==> src/rtl/qam16_mapper.sv <==
// qam16_mapper: serial-to-16QAM Gray mapper with a 2-entry output FIFO.
// Bits arrive MSB-first. Every 4 accepted bits form a symbol, which is
// Gray-mapped to signed 8-bit I/Q values. The symbol then waits in a small FIFO
// on a valid/ready interface. bit_ready depends only on registered state, so
// there is no combinational path from sym_ready to bit_ready.
module qam16_mapper #(
  parameter int LEVEL_1 = 32,
  parameter int LEVEL_3 = 96
) (
  input  logic       dclk,
  input  logic       rst,
  input  logic       en,
  input  logic       flush,
  input  logic       data_in,
  input  logic       bit_valid,
  output logic       bit_ready,
  output logic [7:0] I_out,
  output logic [7:0] Q_out,
  output logic       sym_valid,
  input  logic       sym_ready
);

  localparam logic signed [7:0] L1 = LEVEL_1[7:0];
  localparam logic signed [7:0] L3 = LEVEL_3[7:0];

  // Gray map of one axis: 00 -> -3, 01 -> -1, 11 -> +1, 10 -> +3
  function automatic logic signed [7:0] gray_map(input logic [1:0] b);
    logic signed [7:0] v;
    case (b)
      2'b00:   v = -L3;
      2'b01:   v = -L1;
      2'b11:   v = L1;
      default: v = L3;
    endcase
    return v;
  endfunction

  logic [1:0]        r_cnt;      // bits already held for the current symbol
  logic [2:0]        r_shift;    // stored b3..b1, newest bit at the LSB
  logic [1:0]        r_count;    // FIFO occupancy, 0..2
  logic signed [7:0] r_i0, r_q0; // FIFO head
  logic signed [7:0] r_i1, r_q1; // FIFO second entry

  logic              w_accept;
  logic              w_push;
  logic              w_pop;
  logic [3:0]        w_sym;
  logic signed [7:0] w_new_i;
  logic signed [7:0] w_new_q;

  assign bit_ready = !(r_cnt == 2'd3 && r_count == 2'd2);
  assign sym_valid = (r_count != 2'd0);
  assign w_accept  = bit_valid & bit_ready & en & ~flush;
  assign w_push    = w_accept & (r_cnt == 2'd3);
  assign w_pop     = sym_valid & sym_ready;
  assign w_sym     = {r_shift, data_in};
  assign w_new_i   = gray_map(w_sym[3:2]);
  assign w_new_q   = gray_map(w_sym[1:0]);

  // Empty FIFO shows zeros so the DAC sees silence rather than stale data.
  assign I_out = sym_valid ? r_i0 : 8'sd0;
  assign Q_out = sym_valid ? r_q0 : 8'sd0;

  // Bit collection counter and shift register. flush takes priority over accept.
  always_ff @(posedge dclk or posedge rst) begin
    if (rst) begin
      r_cnt   <= 2'd0;
      r_shift <= 3'd0;
    end else if (flush) begin
      r_cnt   <= 2'd0;
      r_shift <= 3'd0;
    end else if (w_accept) begin
      r_cnt   <= r_cnt + 2'd1;
      r_shift <= {r_shift[1:0], data_in};
    end
  end

  // FIFO occupancy. A push together with a pop leaves the count unchanged.
  always_ff @(posedge dclk or posedge rst) begin
    if (rst) begin
      r_count <= 2'd0;
    end else begin
      case ({w_push, w_pop})
        2'b10:   r_count <= r_count + 2'd1;
        2'b01:   r_count <= r_count - 2'd1;
        default: r_count <= r_count;
      endcase
    end
  end

  // FIFO storage. A push at count 2 cannot happen because bit_ready blocks it.
  always_ff @(posedge dclk) begin
    if (w_push) begin
      if (r_count == 2'd0 || (r_count == 2'd1 && w_pop)) begin
        r_i0 <= w_new_i;
        r_q0 <= w_new_q;
      end else begin
        r_i1 <= w_new_i;
        r_q1 <= w_new_q;
      end
    end else if (w_pop && r_count == 2'd2) begin
      r_i0 <= r_i1;
      r_q0 <= r_q1;
    end
  end

endmodule
==> config.mk <==
export PLATFORM = sky130hd
export DESIGN_NAME = qam16_mapper
export DESIGN_NICKNAME = d
export VERILOG_FILES = /design/src/rtl/qam16_mapper.sv
export SDC_FILE = /design/constraint.sdc
export NUM_CORES = 1
export LEC_CHECK = 0
export CAP_MARGIN = 15
export CORE_MARGIN = 4
export CORE_UTILIZATION = 25
export DETAILED_ROUTE_END_ITERATION = 8
export GPL_TIMING_DRIVEN = 1
export PLACE_DENSITY = 0.48
export SKIP_CTS_REPAIR_TIMING = 1
export SYNTH_ARGS = -nofsm -noshare
export SYNTH_HDL_FRONTEND = slang
export SYNTH_SLANG_ARGS = --single-unit
==> constraint.sdc <==
create_clock -name dclk -period 1.8 [get_ports dclk]
set_input_delay 0.27 -clock dclk [delete_from_list [all_inputs] [get_ports dclk]]
set_output_delay 0.27 -clock dclk [all_outputs]
set_load 0.01 [all_outputs]
-- Yosys cells after proc, flatten, opt, wreduce, memory -nomap -nowiden
Index checks and enable logic that the tools add are counted.
Widths: inputs -> output; s select.
- output and inout bits: 18
- word-level logic and storage cells: 56
- bits in registers: 39
- input port bits: 7
- bitwise operators: 7
- add/sub/neg operators: 3
- multiplexer cells: 15
- equal/unequal tests: 10
- reduce and logical (&&, ||, !) cells: 14
- operator list (kind ; count):
    $mux 8 ; 8
    $pmux 8 s3 ; 2
    $eq 2x2->1 const B ; 5
    $eq 2x1->1 const B ; 4
    $reduce_bool 2->1 ; 4
    $logic_not 2->1 ; 3
    $mux 3 ; 2
    $and 1x1->1 ; 5
    $add 2x1->2 const B ; 2
    $mux 2 ; 2
    $pmux 2 s2 ; 1
    $reduce_and 2->1 ; 2
    $logic_and 1x1->1 ; 3
    $ne 2x1->1 const B ; 1
    $not 1->1 ; 2
    $sub 2x1->2 const B ; 1
    $logic_not 1->1 ; 1
    $logic_or 1x1->1 ; 1

-- Logic depth before layout (Yosys ltp)
Gate-level depths: netlist of run 1.
- word-level depth: 9
- gate-level depth with buffers: 7
- depth with buffers taken out: 7

-- Least setup slack after synthesis of run 1
OpenSTA, ideal clock, no wires.
- path type: register to register
- start: register r_count[0]
- end: register r_i1[6] (enable)
- library setup time: 0.372 ns
- slack: -0.012 ns
- path buffers: 0
- period minus slack after synthesis: 1.812 ns
- stages on the path, launching flop included: 6
- data arrival time: 1.440 ns
- cell sequence: dfrtp_1 > inv_1 > ha_1 > nor3b_4 > nand2_4 > a211oi_1
- cells in the longest elaborated chain, start to end: 8
- RTL lines (item ; RTL line ; source):
    start: declaration ; 40 ; logic [1:0] r_count;
    start signal: assignment ; 84 ; 2'b10: r_count <= r_count + 2'd1;
    start signal: assignment ; 85 ; 2'b01: r_count <= r_count - 2'd1;
    start signal: assignment ; 86 ; default: r_count <= r_count;
    $eq 2x2->1 ; 51 ; assign bit_ready = !(r_cnt == 2'd3 && r_count == 2'd2);
    $logic_and 1x1->1 ; 51 ;
    $logic_not 1->1 ; 51 ;
    $and 1x1->1 (3 in a row) ; 53 ; assign w_accept = bit_valid & bit_ready & en & ~flush;
    $and 1x1->1 ; 54 ; assign w_push = w_accept & (r_cnt == 2'd3);
    $reduce_and 2->1 (no source line) (*) ; - ;
    end signal: assignment ; 98 ; r_i1 <= w_new_i;
    end: declaration ; 42 ; logic signed [7:0] r_i1, r_q1;
Mark *: on every way between the ends. The rest lies on a longest branch, timed or not.
A chain may end at the register's enable or synchronous reset.

-- Final worst setup path of run 1
- start: register r_count[0]
- end: register r_q1[7] (enable)
- cells in the longest elaborated chain, start to end: 8
- RTL lines (item ; RTL line ; source):
    $eq 2x2->1 ; 51 ;
    $logic_and 1x1->1 ; 51 ;
    $logic_not 1->1 ; 51 ;
    $and 1x1->1 (3 in a row) ; 53 ;
    $and 1x1->1 ; 54 ;
    $reduce_and 2->1 (no source line) (*) ; - ;
    end signal: assignment ; 99 ; r_q1 <= w_new_q;
    end: declaration ; 42 ;
Marks and branches as above.

==> summary.md, run 1 <==
| Metric | Value |
|---|---|
| Status | `finished, final reports clean` |
| Reg2reg end | `r_q1[7]$_DFFE_PP_` |
| P_leak | `0.568 nW` |
| IO buf count | `14` |
| Setup CP Type | `register to register` |
| Top fanout value on the critical path | `7` |
| Antenna Violating Nets Remaining | `0` |
| Reg2reg path depth | `5` |
| Reg-to-reg slack, setup | `120 ps` |
| Clk_skew | `3.08 ps` |
| Final Hold Vio Count | `0` |
| Final min period | `approximately 1700 ps` |
| Worst min-delay path category | `input pin to async pin` |
| Core Area | `3690 um^2` |
| Largest net degree at the start of global routing | `9` |
| Die Y | `69.8 um` |
| WP data arrival | `1600 ps` |
| Yosys warns | `0` |
| Clk root buf | `clkbuf_8` |
| Final period utilization | `93.5%` |
| Crit end category | `register` |
| Setup Total Neg Slack | `0 ps` |
| Antenna Cells | `0` |
| DR iter-0 viols | `10` |
| Post-Route WL | `1.52 mm` |
| Net Switching | `386 uW` |
| Total Power | `approximately 1.2 mW` |
| Die ar. | `4880 um^2` |
| Filler cells | `~390` |
| Int Pwr | `between 800 and 900 uW` |
| Share of cells above drive strength 1 | `about a fifth` |
| CP required | `1720 ps` |
| Final setup viols | `0` |
| R2r startpoint | `r_count[0]$_DFFE_PP0P_` |
| FP Rows | `22` |
| Top cell type's share of synthesized area | `25.1%` |
| Worst-path clk slew | `roughly 60 ps` |
| Pre-antenna DRT Iters | `4` |
| Max cap viols | `0` |
| Logic pwr share | `44.1%` |
| H-tree depth | `1` |
| Clock power frac | `21.5%` |
| Clock Path Buffers | `2` |
| Die width | `around 70 um` |
| Final design area excluding fillers | `between 1000 and 1500 um^2` |
| Initial antenna violation count | `0` |
| Critical path launch point type | `register` |
| Worst Setup EP | `r_q1[7]$_DFFE_PP_` |
| CTS buffer count | `3` |
| Power Density | `just under 1000 nW/um^2` |
| Pins Over Slew Limit | `0` |
| WL per Instance | `9.80 um` |
| Sequential element share of the synthesized area | `43.5%` |
| #FFs+latches synth | `15` |
| Max Fclk | `0.594 GHz` |
| Nets | `between 100 and 150` |
| Gr usage total | `~6.6%` |
| Vias | `614` |
| Post-synth top area cell | `edfxtp_1` |
| Sw frac | `between 30% and 40%` |
| Worst-skew pair later-pin latency | `240 ps` |
| Peak supply drop | `0.445 mV` |
| Flop pwr share | `34.5%` |
| Worst hold slack | `260 ps` |
| Crit. Startpoint | `r_count[0]$_DFFE_PP0P_` |
| Mapped Cells | `88` |
| Remaining DRCs | `0` |
| Starting Density | `25.9%` |
| CTS tree | `done` |
| Vias/cell | `3.96` |
| Cell variety after synth | `24` |
| Unrepaired setup endpoints after global routing | `false` |
| DP Wirelength | `1.22 mm` |
| First-pass GRT wire length | `roughly 2.6 mm` |
| Synth Cell Area | `956 um^2` |
| Number of global-route vias before repair | `577` |
| Top cells by area in the synthesized netlist | `edfxtp_1, dfrtp_1, ha_1, buf_4, mux2_4` |
| Placer Congestion | `0.775` |
| Clk sinks | `15` |
| Avg Cell Area, Syn | `roughly 11 um^2` |
| Area growth, synth to finish | `29.5%` |
| Remaining global-route overflow | `0` |
| Post-DP Area | `around 1100 um^2` |
| IO Pins | `25` |
-- routing by layer --
layer / track usage (%) / vias to the layer above / routed length, um
li1: - / 310 / -
met1: 8.50 / 281 / 738
met2: 9.44 / 21 / 657
met3: 3.62 / 2 / 107
met4: 1.91 / 0 / 16
met5: 0 / - / 0
-- power by group through the flow --
stage / sequential [mW] / combinational (mW) / clock [mW]
5_1_grt: 0.423 / 0.595 / 0.291
2_1_floorplan: 0.426 / 0.310 / 0
3_3_place_gp: 0.424 / 0.489 / 0
6_report: 0.419 / 0.535 / 0.261
3_5_place_dp: 0.425 / 0.488 / 0
4_1_cts: 0.419 / 0.491 / 0.269
-- cell type report --
class / count / area (um^2) / area share [%]
multi-input combinational: 60 / 485 / 39.2
sequential: 15 / 415 / 33.6
timing repair buffer: 19 / 198 / 16.0
tap: 48 / 60.1 / 4.85
clock buffer: 4 / 45.0 / 3.64
inverter: 9 / 33.8 / 2.73
-- stage by stage --
stage	instances	setup slack (ps)	util, %
5_1_grt	155	5.97	33.5
3_5_place_dp	151	-71.5	30.8
3_3_place_gp	151	-17.4	30.8
6_report	155	117	33.5
4_1_cts	155	-200	32.1
2_1_floorplan	97	143	-
-- critical path, stage by stage (launching register included) --
cell and delay, ps:
dfrtp_1 350, inv_1 90, ha_2 220, nor3b_4 240, nand2_4 140, a211oi_4 320
-- cell usage after synthesis --
| master | instances |
|---|---|
| a211oi_1 | 1 |
| a21oi_1 | 5 |
| and2_1 | 1 |
| and2_4 | 1 |
| buf_4 | 12 |
| clkbuf_2 | 1 |
| conb_1 | 1 |
| dfrtp_1 | 7 |
| edfxtp_1 | 8 |
| ha_1 | 10 |
| inv_1 | 9 |
| mux2_4 | 4 |
| nand2_1 | 2 |
| nand2_4 | 1 |
| nand3_1 | 5 |
| nand4_1 | 1 |
| nor2_1 | 2 |
| nor2b_1 | 5 |
| nor3b_4 | 1 |
| o211ai_1 | 1 |
| o21ai_0 | 6 |
| or2_2 | 1 |
| or3_1 | 1 |
| xnor2_1 | 2 |
-- registers in the layout, summed over array words and instances, names as in the netlist --
signal,cells
r_shift,3
r_i1,2
r_q1,2
r_q0,2
r_count,2
r_cnt,2
r_i0,2
-- cells in the final DEF, fill, tap and decap left out, drive strengths merged --
cell / instances
a211oi: 1
o211ai: 1
ha: 10
nand4: 1
nor3b: 1
buf: 5
clkdlybuf4s50: 6
nand2: 3
nor2b: 5
or2: 1
edfxtp: 8
xnor2: 2
a21oi: 5
or3: 1
dlymetal6s2s: 8
inv: 9
and2: 2
dfrtp: 7
mux2: 4
conb: 10
clkbuf: 4
nor2: 2
o21ai: 6
nand3: 5
-- cell families (layout without fill, tap and decap cells) --
logic type,Yosys count,count (layout),share of synthesized area [%]
buffers and inverters,22,32,13.5
AO/OA/AOI/OAI,13,13,7.33
XOR/XNOR,2,2,1.83
adder cells (fa/ha/maj),10,10,13.1
multiplexers,4,4,6.28
flip-flops,15,15,43.5
AND/OR/NAND/NOR,21,21,14.1
other,1,10,0.392
-- worst min path at each step --
| stage | end | startpoint |
|---|---|---|
| after floorplan | r_cnt[0]$_DFFE_PP0P_ | rst |
| after global placement | r_count[1]$_DFFE_PP0P_ | r_count[1]$_DFFE_PP0P_ |
| after detailed placement | r_count[0]$_DFFE_PP0P_ | rst |
| after CTS | r_count[0]$_DFFE_PP0P_ | rst |
| after global routing | r_count[0]$_DFFE_PP0P_ | rst |
| final | r_cnt[0]$_DFFE_PP0P_ | rst |
Note: power is estimated with default switching activity, not from simulation.
==> run 2, diff against run 1 <==
--- a/config.mk
+++ b/config.mk
@@ -6,4 +6,5 @@
 export NUM_CORES = 1
 export LEC_CHECK = 0
+export ABC_CLOCK_PERIOD_IN_PS = 1800
 export CAP_MARGIN = 15
 export CORE_MARGIN = 4
==> constraint.sdc (replaced) <==
create_clock -name dclk -period 1.8 [get_ports dclk]
set_input_delay 0.36 -clock dclk [delete_from_list [all_inputs] [get_ports dclk]]
set_output_delay 0.36 -clock dclk [all_outputs]
set_load 0.01 [all_outputs]
==> run 2 against run 1 <==
Effect of this change: routed wire length grew 8.6%; total power grew 2.8%; non-clock buffer count is 4 higher; critical endpoint is now sym_valid; sequential cell count stayed put; global-route usage grew 0.52 points; the flow now finishes with violations (setup timing).
==> summary.md, run 2 (synthesized netlist as in run 1, its figures left out) <==
| Metric | Value |
|---|---|
| Status | `complete, but fails checks` |
| Failing checks | `setup timing` |
| Core Area | `3690 um^2` |
| P_leak | `0.585 nW` |
| Int Pwr | `846 uW` |
| Reg2reg end | `r_i0[6]$_DFFE_PP_` |
| Share of cells above drive strength 1 | `between 20 and 25%` |
| Die Y | `69.8 um` |
| R2r startpoint | `r_count[0]$_DFFE_PP0P_` |
| Slack of the critical path | `-65.2 ps` |
| H-tree depth | `1` |
| Post-Route WL | `1.65 mm` |
| Largest net degree at the start of global routing | `10` |
| Most common cell after layout, fill and taps aside | `conb_1` |
| Gr usage total | `7.12%` |
| Vias/cell | `4.05` |
| DR iter-0 viols | `11` |
| Crit end category | `primary output` |
| Max cap viols | `0` |
| Number of global-route vias before repair | `615` |
| CTS buffer count | `3` |
| Placed Cells | `155` |
| Starting Density | `25.9%` |
| Antenna Violating Nets Remaining | `0` |
| IO buf count | `14` |
| Clk_skew | `between 3 and 4 ps` |
| WP data arrival | `roughly 1500 ps` |
| IO Pins | `25` |
| Final Hold Vio Count | `0` |
| Pre-antenna DRT Iters | `4` |
| Antenna Cells | `0` |
| Setup CP Type | `register to primary output` |
| Nets | `between 100 and 150` |
| Unrepaired setup endpoints after global routing | `true` |
| Clk root buf | `clkbuf_8` |
| Worst-path clk slew | `60 ps` |
| Remaining DRCs | `0` |
| Pins Over Slew Limit | `0` |
| Vias | `644` |
| CP required | `1440 ps` |
| Final setup viols | `1` |
| Largest Register | `r_shift` |
| Placer Congestion | `0.749` |
| Remaining global-route overflow | `0` |
| Initial antenna violation count | `0` |
| Clock Path Buffers | `2` |
| Max Fclk | `0.536 GHz` |
| Clock power frac | `21.9%` |
| Worst-skew pair later-pin latency | `250 ps` |
| Flop pwr share | `33.4%` |
| CTS tree | `done` |
| FP Rows | `22` |
| DP Wirelength | `approximately 1.3 mm` |
| Critical path launch point type | `register` |
| First-pass GRT wire length | `~2.7 mm` |
| Logic pwr share | `~45%` |
| Net Switching | `just over 400 uW` |
| Worst min-delay path category | `input pin to async pin` |
| Area growth, synth to finish | `31.2%` |
| Fin util | `about a third` |
| Power Density | `996 nW/um^2` |
| Peak supply drop | `0.438 mV` |
| Worst hold slack | `351 ps` |
| Reg2reg path depth | `7` |
| Top fanout value on the critical path | `6` |
| Most frequent cells in the layout | `conb_1, buf_4, inv_1, ha_1, edfxtp_1` |
| Final period utilization | `104%` |
| WL per Instance | `10.4 um` |
| Reg-to-reg slack, setup | `20 ps` |
| Die ar. | `4880 um^2` |
| Non-filler cells in the finished layout | `~160` |
| Clk sinks | `15` |
| Sw frac | `32.2%` |
| Final min period | `1870 ps` |
| Max reg flops | `3` |
| Die width | `69.8 um` |
==> run 2: routing by layer <==
metal  global-route usage (%)  vias up  share of wire [%]
li1                         -      319                  -
met1                     8.43      301                 44
met2                     10.7       22                 48
met3                     4.06        2                7.5
met4                     2.55        0                1.2
met5                        0        -                  0
==> run 2: worst max-delay path by stage <==
stage / cells past startpoint / slack, ps / endpoint / startpoint
floorplan: 5 / 140 / r_i0[6]$_DFFE_PP_ / r_count[0]$_DFFE_PP0P_
global placement: 4 / -110 / r_q1[7]$_DFFE_PP_ / flush
detailed placement: 4 / -160 / r_q1[7]$_DFFE_PP_ / flush
CTS: 5 / -240 / bit_ready / r_count[0]$_DFFE_PP0P_
global route: 4 / -130 / sym_valid / r_count[1]$_DFFE_PP0P_
finish: 4 / -70 / sym_valid / r_count[1]$_DFFE_PP0P_
==> run 2: worst max-delay path, stage by stage, from the launching register on <==
cell,delay [ps]
dfrtp_1,390
inv_1,90
ha_2,240
inv_2,70
clkdlybuf4s50_1,470
==> run 2: layout make-up <==
cell class	count	area [um^2]
fillers	405	2430
multi-input cells	60	473
flip-flops and latches	15	415
repair buffers	23	225
well taps	48	60.1
clock buffers	3	41.3
inverters	9	33.8
clock inverters	1	5.00
==> run 2: power groups by stage <==
stage               clock network [mW]  registers [mW]  logic (mW)
floorplan                            0           0.426       0.310
global placement                     0           0.423       0.541
detailed placement                   0           0.426       0.539
CTS                              0.284           0.418       0.545
global route                     0.300           0.419       0.615
finish                           0.273           0.417       0.559
==> run 2: through the flow <==
stage	power, mW	TNS (ps)	setup WS, ps	cell area, um^2
floorplan	0.736	0	143	995
CTS	1.25	-1800	-241	1210
finish	1.25	-65.2	-65.2	1250
global placement	0.964	-854	-108	1170
global route	1.33	-774	-127	1250
detailed placement	0.965	-1070	-164	1170
==> run 3, diff against run 2 <==
- CORE_ASPECT_RATIO: unset -> 1.1
==> run 3 against run 2 <==
Effect of this change: clock skew is essentially flat; routed wire length down 5.0%; critical path type is now input pin to register; setup slack gained 180 ps; sequential share of layout area increased by 0.33 points; sequential cell count did not move; the flow now finishes without violations; clock power decreased by 3%; largest power group unchanged; highest routed layer unchanged; total power down 5.2%.
==> summary.md, run 3 (synthesized netlist as in run 1, its figures left out) <==
| Metric | Value |
|---|---|
| Status | `finished, final reports clean` |
| Worst-skew pair later-pin latency | `240 ps` |
| Initial antenna violation count | `0` |
| Worst-path clk slew | `~60 ps` |
| Unrepaired setup endpoints after global routing | `false` |
| Final Hold Vio Count | `0` |
| Pins Over Slew Limit | `0` |
| Fin util | `34.0%` |
| Crit. Startpoint | `flush` |
| Remaining global-route overflow | `0` |
| Final design area excluding fillers | `1240 um^2` |
| Die Y | `72.9 um` |
| Final min period | `between 1500 and 2000 ps` |
| Remaining DRCs | `0` |
| Post-Route WL | `1.57 mm` |
| FP Rows | `23` |
| Clk sinks | `15` |
| Reg2reg path depth | `5` |
| Most common cell after layout, fill and taps aside | `conb_1` |
| Placed Cells | `between 150 and 200` |
| First-pass GRT wire length | `2.57 mm` |
| Post-DP Area | `1170 um^2` |
| Peak supply drop | `0.329 mV` |
| Antenna Violating Nets Remaining | `0` |
| Starting Density | `26.2%` |
| Max reg flops | `3` |
| Max cap viols | `0` |
| Share of cells above drive strength 1 | `22.5%` |
| Clk root buf | `clkbuf_8` |
| WP data arrival | `1590 ps` |
| Die width | `67.0 um` |
| Setup CP Type | `input pin to register` |
| Setup Total Neg Slack | `0 ps` |
| Max Fclk | `0.593 GHz` |
| IO buf count | `14` |
| Area growth, synth to finish | `29.8%` |
| CP required | `roughly 1700 ps` |
| R2r startpoint | `r_count[0]$_DFFE_PP0P_` |
| WL per Instance | `9.73 um` |
| Vias | `632` |
| Clock Path Buffers | `2` |
| Placer Congestion | `around 0.79` |
| Final period utilization | `approximately 94%` |
| CTS buffer count | `3` |
| Largest Register | `r_shift` |
| Nets | `129` |
| Crit end category | `register` |
| CTS tree | `done` |
| Most frequent cells in the layout | `conb_1, buf_4` |
| Clk_skew | `4.14 ps` |
| Largest net degree at the start of global routing | `10` |
| DP Wirelength | `1.32 mm` |
| Non-filler cells in the finished layout | `roughly 160` |
| IO Pins | `25` |
| DR iter-0 viols | `14` |
| Gr usage total | `6.92%` |
| Power Density | `roughly 950 nW/um^2` |
| Core Area | `3650 um^2` |
| Critical path launch point type | `input pin` |
| Reg2reg end | `r_i1[7]$_DFFE_PP_` |
| Reg-to-reg slack, setup | `120 ps` |
| Antenna Cells | `0` |
| Top fanout value on the critical path | `7` |
| Worst min-delay path category | `input pin to async pin` |
| Number of global-route vias before repair | `between 600 and 700` |
| P_leak | `0.588 nW` |
| Vias/cell | `3.93` |
| Worst Setup EP | `r_i1[7]$_DFFE_PP_` |
| Pre-antenna DRT Iters | `4` |
| Die ar. | `4880 um^2` |
| H-tree depth | `1` |
| Final setup viols | `0` |
[run 3: cell types whose count changed in the layout (fill, tap and decap cells not counted)]
cell	delta
dlymetal6s2s_1	+1
a211oi_4	-1
o21ai_0	+1
ha_2	+1
a211oi_2	+1
o21ai_1	-1
ha_4	-1
clkdlybuf4s50_1	-1
[run 3: metal layers]
metal	vias to the layer above	global-route usage [%]	wire length, um
li1	318	-	-
met1	291	8.21	657
met2	21	11.3	778
met3	2	1.08	103
met4	0	4.73	27
met5	-	0	0
[run 3: worst min-delay path by stage]
stage | cells after the start | slack [ps] | to
after CTS | 2 | 360 | r_shift[1]$_DFFE_PP0P_
after detailed placement | 2 | 510 | r_count[1]$_DFFE_PP0P_
final | 2 | 350 | r_shift[1]$_DFFE_PP0P_
after global routing | 2 | 380 | r_shift[2]$_DFFE_PP0P_
after floorplan | 1 | 160 | r_cnt[0]$_DFFE_PP0P_
after global placement | 2 | 500 | r_count[1]$_DFFE_PP0P_
[run 3: critical path: stages]
cell and delay (ps):
clkdlybuf4s50_1 470, nor3b_4 270, nand2_4 130, a211oi_2 360
[run 3: metrics by stage]
step / worst slack (ps) / hold WS (ps) / total power [mW]
floorplan: 143 / 163 / 0.736
detailed placement: -149 / 511 / 0.937
global placement: -115 / 502 / 0.932
finish: 113 / 349 / 1.18
CTS: -263 / 362 / 1.21
global route: 0.682 / 381 / 1.27
[run 3: power breakdown]
group	switching, mW	leakage [nW]	internal, mW	total (mW)
clock network	0.111	0.0255	0.153	0.264
registers	0.0180	0.163	0.400	0.418
logic	0.244	0.399	0.257	0.501
[run 3: area by class of cell]
| class | count | area (um^2) |
|---|---|---|
| timing repair buffer | 23 | 228 |
| inverter | 9 | 33.8 |
| clock inverter | 1 | 5.00 |
| multi-input combinational | 60 | 455 |
| sequential | 15 | 415 |
| tap | 50 | 62.6 |
| fill | 390 | 2410 |
| clock buffer | 3 | 41.3 |
